## src/rtl/fa_serial_seq.sv

```systemverilog
// Bit-serial add sequencer: streams two W-bit operands LSB-first through an external
// single-bit full adder and gathers the sum bits and final carry into registers.
module fa_serial_seq #(
  parameter int W = 8
) (
  input  logic         clk,
  input  logic         rst,
  input  logic         start,
  input  logic [W-1:0] a_in,
  input  logic [W-1:0] b_in,
  input  logic         cin,
  output logic         busy,
  output logic         done,
  output logic [W-1:0] sum_out,
  output logic         cout,
  output logic         fa_ai,
  output logic         fa_bi,
  output logic         fa_ci,
  input  logic         fa_so,
  input  logic         fa_co
);

  localparam int CNT_W = (W > 2) ? $clog2(W) : 1;
  localparam logic [CNT_W-1:0] CNT_LAST = CNT_W'(W - 1);

  typedef enum logic [1:0] {
    IDLE  = 2'd0,
    SHIFT = 2'd1,
    DONE  = 2'd2
  } state_t;

  state_t           state;
  logic [W-1:0]     a_sh;
  logic [W-1:0]     b_sh;
  logic [W-1:0]     s_sh;
  logic             carry;
  logic [CNT_W-1:0] cnt;
  logic [W-1:0]     s_next;

  // The sum bit returned by fa this cycle enters at the MSB so the LSB ends up at bit 0.
  assign s_next = {fa_so, s_sh[W-1:1]};

  always_comb begin
    fa_ai = 1'b0;
    fa_bi = 1'b0;
    fa_ci = 1'b0;
    if (state == SHIFT) begin
      fa_ai = a_sh[0];
      fa_bi = b_sh[0];
      fa_ci = carry;
    end
  end

  always_ff @(posedge clk) begin
    if (rst) begin
      state   <= IDLE;
      a_sh    <= '0;
      b_sh    <= '0;
      s_sh    <= '0;
      carry   <= 1'b0;
      cnt     <= '0;
      sum_out <= '0;
      cout    <= 1'b0;
      busy    <= 1'b0;
      done    <= 1'b0;
    end else begin
      done <= 1'b0;
      case (state)
        IDLE: begin
          if (start) begin
            a_sh  <= a_in;
            b_sh  <= b_in;
            carry <= cin;
            cnt   <= '0;
            state <= SHIFT;
            busy  <= 1'b1;
          end
        end
        SHIFT: begin
          a_sh  <= a_sh >> 1;
          b_sh  <= b_sh >> 1;
          s_sh  <= s_next;
          carry <= fa_co;
          // Counter holds at its last value rather than wrapping on the final bit.
          if (cnt == CNT_LAST) begin
            sum_out <= s_next;
            cout    <= fa_co;
            state   <= DONE;
            done    <= 1'b1;
          end else begin
            cnt <= cnt + CNT_W'(1);
          end
        end
        DONE: begin
          state <= IDLE;
          busy  <= 1'b0;
        end
        default: begin
          state <= IDLE;
          busy  <= 1'b0;
        end
      endcase
    end
  end

endmodule

```

## config.mk

```make
export PLATFORM = sky130hd
export DESIGN_NAME = fa_serial_seq
export DESIGN_NICKNAME = d
export VERILOG_FILES = /design/src/rtl/fa_serial_seq.sv
export SDC_FILE = /design/constraint.sdc
export NUM_CORES = 1
export LEC_CHECK = 0
export ABC_AREA = 0
export ABC_CLOCK_PERIOD_IN_PS = 2550
export CORE_MARGIN = 2
export CORE_UTILIZATION = 25
export CTS_BUF_LIST = sky130_fd_sc_hd__clkbuf_16
export DETAILED_ROUTE_END_ITERATION = 8
export MAX_ROUTING_LAYER = met4
export PLACE_DENSITY = 0.47
export SYNTH_ARGS = -nofsm -noshare
export SYNTH_HDL_FRONTEND = slang
export SYNTH_SLANG_ARGS = --single-unit
```

## constraint.sdc

```tcl
create_clock -name clk -period 2.55 [get_ports clk]
set_clock_uncertainty 0.15 [all_clocks]
set_input_delay 0.3825 -clock clk [delete_from_list [all_inputs] [get_ports clk]]
set_output_delay 0.3825 -clock clk [all_outputs]
set_load 0.05 [all_outputs]
```

* Yosys cells after proc, flatten, opt, wreduce, memory -nomap -nowiden
Index checks and enable logic that the tools add are counted.
W data, S select, Z words.
** Operators by class
- $add $sub $neg :: 1
- Equal/unequal tests :: 5
- Bitwise logic cells :: 1
- Multiplexer cells :: 18
- Reductions and logical operators :: 8
** Operators by type and width (count)
- $pmux W8 S2 :: 2
- $mux W8 :: 2
- $reduce_and A2 Y1 :: 4
- $mux W1 :: 6
- $mux W3 :: 2
- $pmux W3 S2 :: 1
- $mux W2 :: 2
- $ne A2 B2 Y1 const B :: 2
- $pmux W1 S2 :: 2
- $pmux W2 S2 :: 1
- $add A3 B1 Y3 const B :: 1
- $eq A3 B3 Y1 const B :: 1
- $reduce_and A3 Y1 :: 1
- $eq A2 B1 Y1 const B :: 1
- $logic_not A2 Y1 :: 1
- $ne A2 B1 Y1 const B :: 1
- $reduce_bool A2 Y1 :: 1
- $reduce_or A2 Y1 :: 1
- $not A1 Y1 :: 1
** Storage, ports and cells
- Word-level logic and storage cells :: 43
- Register bits after elaboration :: 41
- Output and inout port bits :: 14
- Input bits :: 22

* Longest topological paths before layout
- Word-level depth :: 3
- Gate-level depth with buffers :: 7
- Gate-level depth less buffers :: 5

* Worst setup path before layout
No wires, ideal clock.
- Path type :: reg-to-output
- Start :: register state[0]
- End :: output port fa_ai
- Data required time :: 2017 ps
- Stages on the path, launching flop included :: 6
- Arrival time :: 1250 ps
- Buffers on the path :: 3
- Path slack :: 767 ps
- Path through :: dfxtp_1 > buf_4 > nor2b_1 > buf_4 > buf_6 > and2_1
** Between the ends
- Longest elaborated chain between the ends :: 2
** RTL lines
- start: declaration :: line 32 : state_t state;
- start signal: assignment :: line 56 : state <= IDLE;
- start signal: assignment :: line 75 : state <= SHIFT;
- start signal: assignment :: line 88 : state <= DONE;
- $eq A2 B1 Y1 :: line 47 : if (state == SHIFT) begin
- $mux W1 :: line 47
- end: declaration :: line 16 : output logic fa_ai,
Every way passes these cells.

* Final worst setup path
- Start :: register state[1]
- End :: output port fa_ai
Same word-level chain as after synthesis.

==> flow_metrics.py <==
metrics = {
    "status": {
        "status": "finished clean",
    },
    "cts": {
        "root_buffer": "sky130_fd_sc_hd__clkbuf_16",
        "post_cts_resize_count": 0,
        "post_cts_setup_repair_buffer_count": 0,
        "cts_hold_buffers_added": 0,
        "clkTransAtPathRegs_ps": 60,
        "clock_insertion_delay_worst_skew_ps": 280,
        "cts_buffer_depth": 2,
        "numCtsBuffers": 5,
        "clock-sinks": 40,
        "clock_tree_from_tritoncts": "yes",
        "ctsHtreeMaxLevel": 2,
    },
    "critical_path": {
        "data_arrival_time_of_the_critical_path_ps": 1460,
        "crit_required_ps": 2020,
        "critical_path.endpoint_type": "output port",
        "critPathLaunchType": "register",
        "criticalPathCategory": "reg2out",
        "path_max_fanout": 10,
    },
    "logic_synthesis": {
        "synth_top_area_cell": "sky130_fd_sc_hd__dfxtp_1",
        "syn-cell-area_sq_um": 1730,
        "synth_cells": 198,
        "synth.yosys.seq_area_share_pct": 46.2,
        "synth_fp_nets": 222,
        "yosys.area.top_type_share_pct": 46.2,
        "netlist_top_cells_area": "sky130_fd_sc_hd__dfxtp_1 (46%), sky130_fd_sc_hd__a211oi_2 (7.2%), sky130_fd_sc_hd__nor2_1 (6.9%)",
        "syn-mean-instance-area_sq_um": 8.76,
        "postSynth.topFlopCell": "sky130_fd_sc_hd__dfxtp_1",
        "ys_async_sr_fraction_pct": 0,
        "synth_seq_cells": 40,
        "synth_top_cells_by_count": "sky130_fd_sc_hd__dfxtp_1 (40), sky130_fd_sc_hd__nor2_1 (32), sky130_fd_sc_hd__nand2_1 (26), sky130_fd_sc_hd__a21oi_1 (17), sky130_fd_sc_hd__nand3_1 (13)",
        "yosysWarnings": 0,
        "ys_types": 27,
        "most_repeated_cell_in_the_gate_level_netlist_after_synthesis": "sky130_fd_sc_hd__dfxtp_1",
        "number_of_flops_mapped_to_enable_cells_by_yosys": 0,
    },
    "min_path": {
        "worst_hold_path_type": "reg2reg",
    },
    "place": {
        "post-place-ws_ps": 524,
        "placement.io_buffers": 35,
        "gp_routability_congestion": 0.723,
        "dpl.hpwl_um": 2650,
    },
    "timing": {
        "max-slew-margin-rel_pct": 55.7,
        "timing.final.max_slew_violations": 0,
        "setup-tns-final_ps": 0,
        "finalHoldViolations": 0,
        "worst-slew-pin-transition_ps": 665,
        "final.min_clock_period_ps": 1990,
        "timing.final.setup_violations": 0,
        "rsz0062_at_grt": "no",
        "post-route-period-util_pct": 78.2,
        "setup_slack_of_the_critical_path_after_layout_ps": 557,
        "max_clock_freq_ghz": 0.502,
    },
    "die": {
        "die_w_um": 87.3,
        "start_util_pct": 25.7,
        "placeableCoreArea_sq_um": 6760,
        "die_area_sq_um": 7620,
        "die_boundary_height_um": 87.3,
        "floorplan.io_pins": 36,
        "floorplan_row_count": 30,
    },
    "detailed_routing": {
        "route.final.wire_length_um": 4070,
        "drt_first_iter_violations": 105,
        "drt_pre_antenna_iters": 4,
        "routed_via_density": 4.64,
        "final_antenna_net_count": 0,
        "wl_per_cell_um": 13.2,
        "vias": 1435,
        "remaining_drc_errors": 0,
    },
    "global_route": {
        "grt_pass1_wl_um": 7170,
        "top_usage_layer": "met2",
        "first_global_vias": 1450,
        "met2_usage_pct": 17.7,
        "globalRoute.totalOverflow": 0,
        "pin_count_of_the_biggest_net_entering_global_routing": 41,
        "grt_antenna_before_repair": 0,
        "grt_util_all_layers_pct": 12.3,
        "grt_util_met3_pct": 2.56,
        "global_route.usage.met1_pct": 16.6,
    },
    "power_and_ir_drop": {
        "worst_ir_drop_vdd_uv": 284,
        "power.density_nw_per_um2": 633,
        "power.static_leakage_uw": 0.000796,
    },
    "cells_and_area": {
        "insertedDiodeCount": 0,
        "finalNetCount": 252,
        "areaGrowthSynthToFinish_pct": 31.6,
        "drive_gt1_share_pct": 11.8,
    },
    "flow_run": {
        "max_cap_violations": 0,
    },
}
==> through the flow <==
stage | instance area, sq um | hold WS [ps] | total power, uW | std cells | util [%]
2_1_floorplan | 1730 | 287 | 799 | 198 | -
3_3_place_gp | 2140 | 294 | 865 | 301 | 31.7
3_5_place_dp | 2140 | 298 | 865 | 301 | 31.7
4_1_cts | 2280 | 306 | 1460 | 309 | 33.8
5_1_grt | 2280 | 320 | 1510 | 309 | 33.8
6_report | 2280 | 303 | 1450 | 309 | 33.8
==> cells in the final DEF (no fill, tap or decap) <==
master | netlist | routed
sky130_fd_sc_hd__dfxtp_1 | 40 | 40
sky130_fd_sc_hd__nand3b_1 | 1 | 1
sky130_fd_sc_hd__a211oi_2 | 10 | 10
sky130_fd_sc_hd__inv_2 | 1 | 1
sky130_fd_sc_hd__nand3_1 | 13 | 13
sky130_fd_sc_hd__a31oi_1 | 3 | 3
sky130_fd_sc_hd__o22ai_1 | 3 | 3
sky130_fd_sc_hd__ha_1 | 2 | 2
sky130_fd_sc_hd__clkinv_1 | 0 | 1
sky130_fd_sc_hd__buf_4 | 5 | 5
sky130_fd_sc_hd__nand2b_1 | 2 | 2
sky130_fd_sc_hd__nand2_1 | 26 | 26
sky130_fd_sc_hd__a211oi_1 | 7 | 7
sky130_fd_sc_hd__nor4b_1 | 1 | 1
sky130_fd_sc_hd__inv_1 | 2 | 2
sky130_fd_sc_hd__clkdlybuf4s50_1 | 0 | 32
sky130_fd_sc_hd__nor3b_1 | 1 | 1
sky130_fd_sc_hd__nor2b_1 | 1 | 1
sky130_fd_sc_hd__o2bb2ai_1 | 12 | 12
sky130_fd_sc_hd__and2_1 | 3 | 3
sky130_fd_sc_hd__nor2_1 | 32 | 32
sky130_fd_sc_hd__a21oi_1 | 17 | 17
sky130_fd_sc_hd__clkbuf_16 | 0 | 5
sky130_fd_sc_hd__o21ba_4 | 1 | 1
sky130_fd_sc_hd__a22oi_1 | 2 | 2
sky130_fd_sc_hd__buf_12 | 0 | 3
sky130_fd_sc_hd__o21bai_1 | 1 | 1
sky130_fd_sc_hd__clkinv_2 | 0 | 2
==> final timing paths <==
kind                                              start                       to  slack (ps)  cells past startpoint
worst min-delay path            sum_out[0]$_SDFFE_PP0P_  sum_out[0]$_SDFFE_PP0P_         300                      2
worst max register to register      cnt[0]$_SDFFE_PP0P_  sum_out[7]$_SDFFE_PP0P_         980                      5
worst max-delay path              state[1]$_SDFFE_PP0P_                    fa_ai         560                      3
worst min register to register  sum_out[0]$_SDFFE_PP0P_  sum_out[0]$_SDFFE_PP0P_         300                      2
==> flip-flops by register name, indices dropped and copies added (netlist names) <==
name     flops
cout         1
cnt          3
a_sh         8
busy         1
sum_out      8
state        2
carry        1
b_sh         8
done         1
s_sh         7
==> final cells by class <==
cell class,count,area [sq um]
inverters,3,11.3
multi-input cells,138,813
clock inverters,3,13.8
fillers,729,4470
flip-flops and latches,40,801
repair buffers,40,418
well taps,80,100
clock buffers,5,125
==> worst max-delay path, cell delays in order (launching register included) <==
cell,delay (ps)
sky130_fd_sc_hd__dfxtp_1,410
sky130_fd_sc_hd__nor2b_1,390
sky130_fd_sc_hd__and2_1,240
sky130_fd_sc_hd__buf_12,150
==> kinds of logic (layout without fill, tap and decap cells) <==
group	after synthesis	count (layout)	share of synthesized area, %
AO/OA/AOI/OAI	56	56	25.6
adder cells (fa/ha/maj)	2	2	1.44
buffers and inverters	20	51	6.93
flip-flops	40	40	46.2
AND/OR/NAND/NOR	80	80	19.8
==> report_power, final <==
group	internal, uW	switching (uW)
Combinational	85.0	96.2
Clock	355	239
Sequential	654	15.3
Total	1090	351
==> layer usage <==
layer | wire length (um) | vias to the layer above
met5 | 0 | -
met4 | 80 | 0
met1 | 2130 | 659
met2 | 1730 | 18
met3 | 127 | 7
li1 | - | 751
Note: power is estimated with default switching activity, not from simulation.
